File: config.mk
export PLATFORM = sky130hd
export DESIGN_NAME = io_port_fl
export DESIGN_NICKNAME = d
export VERILOG_FILES = /design/src/rtl/io_port_fl.sv
export SDC_FILE = /design/constraint.sdc
export NUM_CORES = 1
export LEC_CHECK = 0
export ABC_AREA = 1
export CAP_MARGIN = 10
export CORE_UTILIZATION = 57
export DETAILED_ROUTE_END_ITERATION = 6
export MAX_ROUTING_LAYER = met4
export PLACE_DENSITY = 0.87
export SLEW_MARGIN = 25
export SYNTH_ARGS = -nofsm -noshare
export SYNTH_HDL_FRONTEND = slang
export SYNTH_SLANG_ARGS = --single-unit
File: constraint.sdc
create_clock -name clk -period 7.6 [get_ports clk]
set_input_delay 0.76 -clock clk [delete_from_list [all_inputs] [get_ports clk]]
set_output_delay 0.76 -clock clk [all_outputs]
set_load 0.02 [all_outputs]
File: src/rtl/io_port_fl.sv
// Core I/O port block: addressed input registers with new-data flags and an
// interrupt pulse, plus a first-word-fall-through output FIFO to the outside world.
module io_port_fl #(
   parameter  int NBMANT = 16,
   parameter  int NBEXPO = 6,
   parameter  int NUIOIN = 8,
   parameter  int NUIOOU = 8,
   parameter  int FDEPTH = 4,
   localparam int W      = NBMANT + NBEXPO + 1,
   localparam int AIW    = $clog2(NUIOIN),
   localparam int AOW    = $clog2(NUIOOU)
) (
   input  logic           clk,
   input  logic           rst,
   input  logic           req_in,
   input  logic [AIW-1:0] addr_in,
   output logic [W-1:0]   io_in,
   input  logic           out_en,
   input  logic [AOW-1:0] addr_out,
   input  logic [W-1:0]   data_out,
   output logic           itr,
   input  logic           ext_in_valid,
   output logic           ext_in_ready,
   input  logic [AIW-1:0] ext_in_addr,
   input  logic [W-1:0]   ext_in_data,
   output logic           ext_out_valid,
   input  logic           ext_out_ready,
   output logic [AOW-1:0] ext_out_addr,
   output logic [W-1:0]   ext_out_data,
   output logic           ovf
);

   localparam int PW = $clog2(FDEPTH);
   localparam int CW = $clog2(FDEPTH + 1);

   logic [W-1:0]      in_reg [NUIOIN];
   logic [NUIOIN-1:0] new_flag;
   logic              rd_ok;
   logic              wr_ok;
   logic              in_xfer;

   always_comb begin
      rd_ok = 32'(addr_in) < 32'(NUIOIN);
      wr_ok = 32'(ext_in_addr) < 32'(NUIOIN);
      io_in = '0;
      if (rd_ok)
         io_in = in_reg[addr_in];
      // A core read of the same port in this cycle frees the slot for the writer.
      ext_in_ready = !(wr_ok && new_flag[ext_in_addr]) ||
                     (req_in && (addr_in == ext_in_addr));
      in_xfer = ext_in_valid && ext_in_ready;
   end

   always_ff @(posedge clk or posedge rst) begin
      if (rst) begin
         for (int unsigned i = 0; i < NUIOIN; i++)
            in_reg[i] <= '0;
         new_flag <= '0;
         itr      <= 1'b0;
      end else begin
         itr <= in_xfer;
         if (req_in && rd_ok)
            new_flag[addr_in] <= 1'b0;
         // Ordered after the clear so a same-port write leaves the flag set.
         if (in_xfer && wr_ok) begin
            in_reg[ext_in_addr]   <= ext_in_data;
            new_flag[ext_in_addr] <= 1'b1;
         end
      end
   end

   logic [AOW+W-1:0] mem [FDEPTH];
   logic [PW-1:0]    rd_ptr;
   logic [PW-1:0]    wr_ptr;
   logic [CW-1:0]    count;
   logic             full;
   logic             push;
   logic             pop;

   always_comb begin
      full          = (count == CW'(FDEPTH));
      ext_out_valid = (count != '0);
      pop           = ext_out_valid && ext_out_ready;
      push          = out_en && (!full || pop);
      {ext_out_addr, ext_out_data} = mem[rd_ptr];
   end

   always_ff @(posedge clk) begin
      if (push)
         mem[wr_ptr] <= {addr_out, data_out};
   end

   always_ff @(posedge clk or posedge rst) begin
      if (rst) begin
         rd_ptr <= '0;
         wr_ptr <= '0;
         count  <= '0;
         ovf    <= 1'b0;
      end else begin
         if (push)
            wr_ptr <= wr_ptr + 1'b1;
         if (pop)
            rd_ptr <= rd_ptr + 1'b1;
         case ({push, pop})
            2'b10:   count <= count + 1'b1;
            2'b01:   count <= count - 1'b1;
            default: count <= count;
         endcase
         if (out_en && full && !pop)
            ovf <= 1'b1;
      end
   end

endmodule

After elaboration in Yosys (flattened, before gate mapping)

Memory sizes are Yosys's and may differ from the RTL's.
Cells that the tools add are included.

Flip-flop bits (word level): 201
Latch bits: 0
Memory bits (writable): 104
ROM bits: 0
Bits of input ports: 61
Output and inout port bits: 53
Word-level logic and storage cells: 68
Memories: 1

Add/subtract/negate cells: 4
Multiply operators: 0
Div/mod/pow operators: 0
Magnitude comparators: 7
Equal/unequal tests: 4
Shift-type cells: 0
Muxes and demuxes: 17
Bitwise gates (word level): 5
Reductions and logical operators: 16

Memory list:

| name | words | width | rd ports | clocked after memory_dff | wr ports | RTL line | text |
|---|---|---|---|---|---|---|---|
| mem  | 4     | 26    | 1        | 0                        | 1        | 72       | `logic [AOW+W-1:0] mem [FDEPTH];` |

Operators by type and width:

| operator                                                                     | count |
|---|---|
| 184-bit bitwise mux                                                          | 1 |
| 23-bit binary-select mux with 3-bit select                                   | 1 |
| 23-bit demux with 3-bit select                                               | 1 |
| 23-bit two-way mux                                                           | 3 |
| 8-bit two-way mux                                                            | 2 |
| 1-bit logical AND                                                            | 9 |
| 8-bit bitwise AND                                                            | 1 |
| 4-bit >= comparator, second input constant                                   | 2 |
| 3-bit by 4-bit less-than comparator with 1-bit output, second input constant | 2 |
| 3-bit inverter with 4-bit output                                             | 2 |
| 8-bit inverter                                                               | 1 |
| 8-bit bitwise OR                                                             | 1 |
| 1-bit demux with 3-bit select                                                | 2 |
| 3-bit by 1-bit >= comparator with 1-bit output, second input constant        | 2 |
| 3-bit case mux with 2 select lines                                           | 1 |
| 1-bit two-way mux                                                            | 5 |
| 2-bit by 1-bit adder with 2-bit output, second input constant                | 2 |
| 4-bit by 1-bit less-than comparator with 1-bit output, second input constant | 1 |
| 3-bit by 1-bit adder with 3-bit output, second input constant                | 1 |
| 1-bit binary-select mux with 3-bit select                                    | 1 |
| 3-bit equality test                                                          | 1 |
| 3-bit equality test, second input constant                                   | 1 |
| 1-bit zero test                                                              | 3 |
| 3-bit nonzero test                                                           | 1 |
| 5 further kinds                                                              | 6 |

Longest topological paths before layout

Gate-level depths: netlist (run 1).

Depth in word-level cells: 9
Gate-level depth with buffers: 14
Gate-level depth less buffers: 11

Worst setup path before layout (run 1)

No wires, ideal clock.

Path kind: input to output
Start: input port addr_in[0]
End: output port io_in[0]
Data arrival time: 1.839 ns
Slack: 5.001 ns
Stages: 5
Path buffers: 2
Path through: inv_1 > clkbuf_1 > buf_1 > nor2_1 > o2111ai_1

Word-level cells in the longest chain between the ends: 4

RTL lines:

| what                                                   | RTL line | text |
|---|---|---|
| from (decl)                                            | 16       | `input logic [AIW-1:0] addr_in,` |
| 3-bit inverter with 4-bit output (implied by the code) | 47       | `io_in = in_reg[addr_in];` |
| 23-bit binary-select mux with 3-bit select             | 47       |  |
| 23-bit two-way mux (implied by the code) (2 in a row)  | 47       |  |
| to (decl)                                              | 17       | `output logic [W-1:0] io_in,` |

No other way between the ends. The select of a mux whose other input is x is not followed.

Worst setup path in the final report (run 1)

Start: input port addr_in[0]
End: output port io_in[17]

The elaborated chain is that of the path after synthesis.

==> results of run 1 <==
layout make-up:
class                      instances  area [um2]  area share, %
antenna                            4        10.0         0.0625
clock buffer                      41         832           5.20
clock inverter                    15         183           1.14
inverter                          27         113          0.704
multi-input combinational       1053        5020           31.4
sequential                       305        8150           50.9
tap                              319         399           2.49
timing repair buffer             135        1290           8.08
worst paths after layout:
| check | to | slack (ns) |
|---|---|---|
| worst min-delay path | in_reg[88] | 0.47 |
| worst min register to register | in_reg[88] | 0.47 |
| min in group asynchronous | rd_ptr[0] | 0.71 |
| max in group asynchronous | in_reg[43] | 5.75 |
| worst max register to register | in_reg[89] | 4.52 |
| worst max-delay path | io_in[17] | 3.20 |
cells in the final DEF (no fill, tap or decap), types with 2 or more instances in the layout:
master / instances
xor2_1: 4
xnor2_1: 3
nor2_2: 5
clkdlybuf4s50_1: 111
nor2_1: 219
inv_1: 20
bufinv_16: 4
clkinv_2: 7
nor3_2: 4
o21ai_0: 155
buf_4: 22
nand3_1: 2
dfrtp_1: 201
nand2_1: 405
a21oi_1: 3
diode_2: 4
nand4_1: 184
o22ai_1: 26
clkbuf_8: 4
clkbuf_1: 7
nand3_2: 8
inv_2: 4
o2111ai_1: 23
ha_1: 5
nor3_4: 2
clkinv_1: 3
clkbuf_16: 30
edfxtp_1: 104
power groups by stage:
stage | combinational (mW) | clock (mW) | sequential (mW)
floorplan | 0.957 | 0 | 2.25
global placement | 1.43 | 0 | 2.28
detailed placement | 1.49 | 0 | 2.29
CTS | 1.50 | 1.53 | 2.27
global route | 1.65 | 1.59 | 2.31
finish | 1.50 | 1.51 | 2.27
per-stage QoR:
stage	power, mW	cells	hold slack (ns)	setup WS (ns)
3_3_place_gp	3.71	1839	0.448	3.21
3_5_place_dp	3.78	1839	0.453	3.09
4_1_cts	5.29	1895	0.467	3.28
2_1_floorplan	3.21	1527	0.437	1.36
5_1_grt	5.55	1899	0.476	3.01
6_report	5.28	1899	0.466	3.20
cells in the mapped netlist (5+ instances only):
| cell type | count | area, um2 |
|---|---|---|
| dfrtp_1 | 201 | 5030 |
| buf_1 | 18 | 67.6 |
| clkbuf_1 | 64 | 240 |
| buf_4 | 12 | 90.1 |
| o22ai_1 | 26 | 163 |
| buf_2 | 26 | 130 |
| nor2_1 | 225 | 845 |
| nand3_2 | 6 | 60.1 |
| clkbuf_2 | 21 | 105 |
| ha_1 | 5 | 62.6 |
| o2111ai_1 | 23 | 201 |
| nand4_1 | 184 | 1150 |
| o21ai_0 | 155 | 776 |
| nand2_1 | 406 | 1520 |
| inv_1 | 22 | 82.6 |
| edfxtp_1 | 104 | 3120 |
kinds of logic (layout without fill, tap and decap cells):
| kind of cell | after synthesis | count (layout) | synth area share (%) |
|---|---|---|---|
| simple gates | 831 | 831 | 26.3 |
| flops | 305 | 305 | 58.8 |
| buf+inv | 169 | 218 | 5.40 |
| compound gates | 209 | 209 | 8.44 |
| fa+ha+maj | 6 | 6 | 0.596 |
| xor+xnor | 7 | 7 | 0.443 |
| other cells | 0 | 4 | 0 |
critical path, cell delays in order:
cell             delay (ns)
buf_2                  0.54
clkinv_2               0.68
buf_4                  0.51
nor2_1                 0.15
nor2_1                 0.06
o21ai_0                0.10
o2111ai_1              0.18
clkdlybuf4s50_1        0.61
metal layers:
layer	global-route usage, %	routed length [um]	vias to the layer above
li1	-	-	5306
met1	37.6	13900	5425
met2	48.8	17400	646
met3	5.45	3700	115
met4	14.7	1400	0
met5	-	0	-
==> results.toml, run 1 <==
[timing]
fmax_mhz = 227
worst_pin_slew_ns = 1.06
finClkSkew_ns = 0.0369
finalCriticalPeriod_ns = 4.40
final_max_slew_viol_count = 0
setup_tns_ns = 0
setup_violations = 0
rsz0062_at_grt = "false"
max-slew-margin-rel_pct = 29.5
hold_viol = 0
timing.final.crit_share_pct = 58.0

[placed_design]
globalplace.congestion = 0.841
portBuffers = 113
placed_cell_area_um2 = 15000
dp_hpwl_mm = 20.0

[synth]
synth_edf_count = 104
synthDistinctLibCells = 28
seq_area_frac_synth_pct = 58.8
synth_area_um2 = 13900
avgSynthCellArea_um2 = 9.07
synth-main-ff-cell = "dfrtp_1"
ys_async_sr_fraction_pct = 65.9
synth-seq-cells = 305
yosysWarnings = 0
syn-num-nets = 1594
synthCells = 1527

[power]
leakage_nw = 7.07
seq_power_share_pct = 43.0
p_comb_share_pct = 28.4
p_sw_share_pct = 32.8
pwr-share-clk_pct = 28.6
internal_power_mw = 3.55
ir_worst_vdd_mv = 0.236
switchingPower_mw = 1.73
power_density_nw_per_um2 = 330

[cts]
clock-sinks = 305
clk_latency_ns = 0.57
htree_levels = 1
hold_buffers = 0
cts_buffer_depth = 3
cts_made_buffers = 30
clock-root-buffer = "clkbuf_16"
postCtsSetupBuffers = 0
cts_tree = "done"
clkSlewWorstSetupHoldPaths_ns = 0.06
cts_resized = 0

[routing]
detail-route-antenna-nets = 0
vias = 11500
drt-pass1-iter-count = 5
routedWlPerCell_um = 19.2
vias_per_cell = 6.05
first_iter_violations = 1295
wl_mm = 36.4
drc = 0

[floorplan]
ioPinCount = 114
core_um2 = 23700
start_util_pct = 58.5
die_w_um = 158
die_height_um = 158
dieArea_um2 = 24900
rows = 56

[critical_path]
crit_type = "in2out"
worstRegToRegCells = 11
cp.required_ns = 6.84
cp_max_fo = 51
reg2reg_from = "new_flag[5]"
critPathCaptureType = "output pin"
worstSetupStartpointType = "input port"
startpoint = "addr_in[0]"
arrival_ns = 3.64

[finish]
synthToLayoutAreaGrowth_pct = 15.5
nFillCells = 1802
final_area_um2 = 16000
final_nets = 1619
final_util_pct = 67.6
largest_register_ffs = 184
drive_gt1_share_pct = 6.22

[grt]
antenna_found_initial = 4
grt_start_max_net_pins = 107
grt_pass1_wl_mm = 57.1
grt_usage_pct = 30.5
grt_remaining_overflow = 0
grt_pass1_vias = 11000

[hold_path]
hold_depth = 2
hp-start = "in_reg[88]"
holdCritPathClass = "reg2reg"

[status]
status = "finished, final reports clean"

[job]
cap_violations = 0
Note: power is estimated with default switching activity, not from simulation.
==> run 2: changes to the inputs <==
Settings changed: CORE_UTILIZATION 57 to 53, PLACE_DENSITY 0.87 to 0.85.
Clock period 7.6 ns to 3.9 ns, I/O delays scaled along.
==> results.toml, run 2 (synthesis gave the netlist of run 1 again) <==
[timing]
timing.final.crit_share_pct = 83.3
setup_violations = 0
worst_pin_slew_ns = 1.07
final_max_slew_viol_count = 0
hold_viol = 0
setup_tns_ns = 0
fmax_mhz = 308
finClkSkew_ns = 0.0386
finalCriticalPeriod_ns = 3.25
max-slew-margin-rel_pct = 28.9
rsz0062_at_grt = "false"

[critical_path]
crit_type = "in2out"
reg2reg_from = "count[0]"
arrival_ns = 2.86
worstSetupStartpointType = "input port"
startpoint = "addr_in[2]"
critPathCaptureType = "output pin"
cp.required_ns = 3.51
cp_max_fo = 15

[finish]
regArea_um2 = 8150
final_common_cell = "nand2_1"
drive_gt1_share_pct = 6.52
final_area_um2 = 16100
nFillCells = 2023
final_cell_mix = "nand2_1 (405), nor2_1 (219), dfrtp_1 (201)"
largest_register_ffs = 184
synthToLayoutAreaGrowth_pct = 16.0
fin_cells = 1910
multi_input_area_um2 = 5010
diodes = 0
final_nets = 1627
final_util_pct = 63.3

[floorplan]
start_util_pct = 54.5
die_w_um = 164
rows = 58
core_um2 = 25400
die_height_um = 164
ioPinCount = 114
dieArea_um2 = 26800

[routing]
first_iter_violations = 1347
wl_mm = 36.7
detail-route-antenna-nets = 0
vias = 11700
vias_per_cell = 6.12
routedWlPerCell_um = 19.2
drc = 0
drt-pass1-iter-count = 6

[cts]
htree_levels = 1
hold_buffers = 0
clock-root-buffer = "clkbuf_16"
cts_buffer_depth = 3
cts_tree = "done"
cts_resized = 0
clock-sinks = 305
postCtsSetupBuffers = 0
clkSlewWorstSetupHoldPaths_ns = 0.06
cts_made_buffers = 31
clk_latency_ns = 0.58

[hold_path]
holdCritPathClass = "in2async"

[placed_design]
placed_cell_area_um2 = 15100
globalplace.congestion = 0.870
dp_hpwl_mm = 20.7
portBuffers = 113
placed_cells = 1857

[grt]
grt_remaining_overflow = 0
grt_pass1_vias = 11300
grt_pass1_wl_mm = 58.7
antenna_found_initial = 0
grt_usage_pct = 28.7
grt_start_max_net_pins = 106

[power]
switchingPower_mw = 3.41
p_comb_share_pct = 28.6
internal_power_mw = 6.91
leakage_nw = 7.10
seq_power_share_pct = 42.8
ir_worst_vdd_mv = 0.507
p_sw_share_pct = 33.1
pwr-share-clk_pct = 28.7
power_density_nw_per_um2 = 642

[status]
status = "finished, final reports clean"

[job]
cap_violations = 0
==> run 2: cell types whose count changed in the layout (fill, tap and decap cells not counted), moves of 2 or more <==
cell / delta
buf_4: +5
diode_2: -4
buf_12: +3
clkbuf_1: -2
clkinv_2: -2
clkinvlp_4: +2
nand3_1: +2
nand3_2: -2
==> run 2: worst max-delay path: stages <==
cell	delay, ns
clkdlybuf4s50_1	0.57
nand2_1	0.12
inv_1	0.46
o21ai_0	0.25
o2111ai_1	0.39
clkdlybuf4s50_1	0.68
==> run 2: area by class of cell <==
cell class	count	area share (%)
Tap cell	330	2.57
Sequential cell	305	50.7
Clock inverter	13	0.989
Timing Repair Buffer	142	8.58
Inverter	27	0.670
Multi-Input combinational cell	1053	31.2
Clock buffer	40	5.29
==> run 2: path summary, 6_finish.rpt <==
| path | endpoint | slack [ns] | cells past startpoint |
|---|---|---|---|
| worst max-delay path | io_in[6] | 0.65 | 6 |
| worst min-delay path | count[0] | 0.16 | 2 |
| worst max register to register | count[2] | 1.71 | 9 |
| worst min register to register | in_reg[150] | 0.47 | 2 |
| max in group asynchronous | in_reg[104] | 2.89 | 3 |
| min in group clk | in_reg[68] | 0.35 | 3 |
==> run 2: power by group through the flow <==
stage	combinational (mW)	clock [mW]	sequential, mW
after floorplan	1.87	0	4.39
after global placement	2.83	0	4.43
after detailed placement	2.93	0	4.46
after CTS	2.94	2.98	4.41
after global routing	3.24	3.11	4.49
final	2.95	2.96	4.42
==> run 2: metal layers <==
metal / wire (um) / vias up / track usage, % / part of all wire (%)
met2: 17600 / 683 / 45.1 / 48
met5: 0 / - / - / 0
met3: 4060 / 99 / 5.33 / 11
li1: - / 5312 / - / -
met1: 14000 / 5594 / 37.0 / 38
met4: 1110 / 0 / 11.3 / 3.0
==> run 2: through the flow <==
stage                     power [mW]  setup slack (ns)  hold slack [ns]
after floorplan                 6.26             0.908            0.437
after global placement          7.27             0.783            0.448
after detailed placement        7.38             0.718            0.453
after CTS                       10.3             0.667            0.167
after global routing            10.8             0.469            0.182
final                           10.3             0.651            0.164
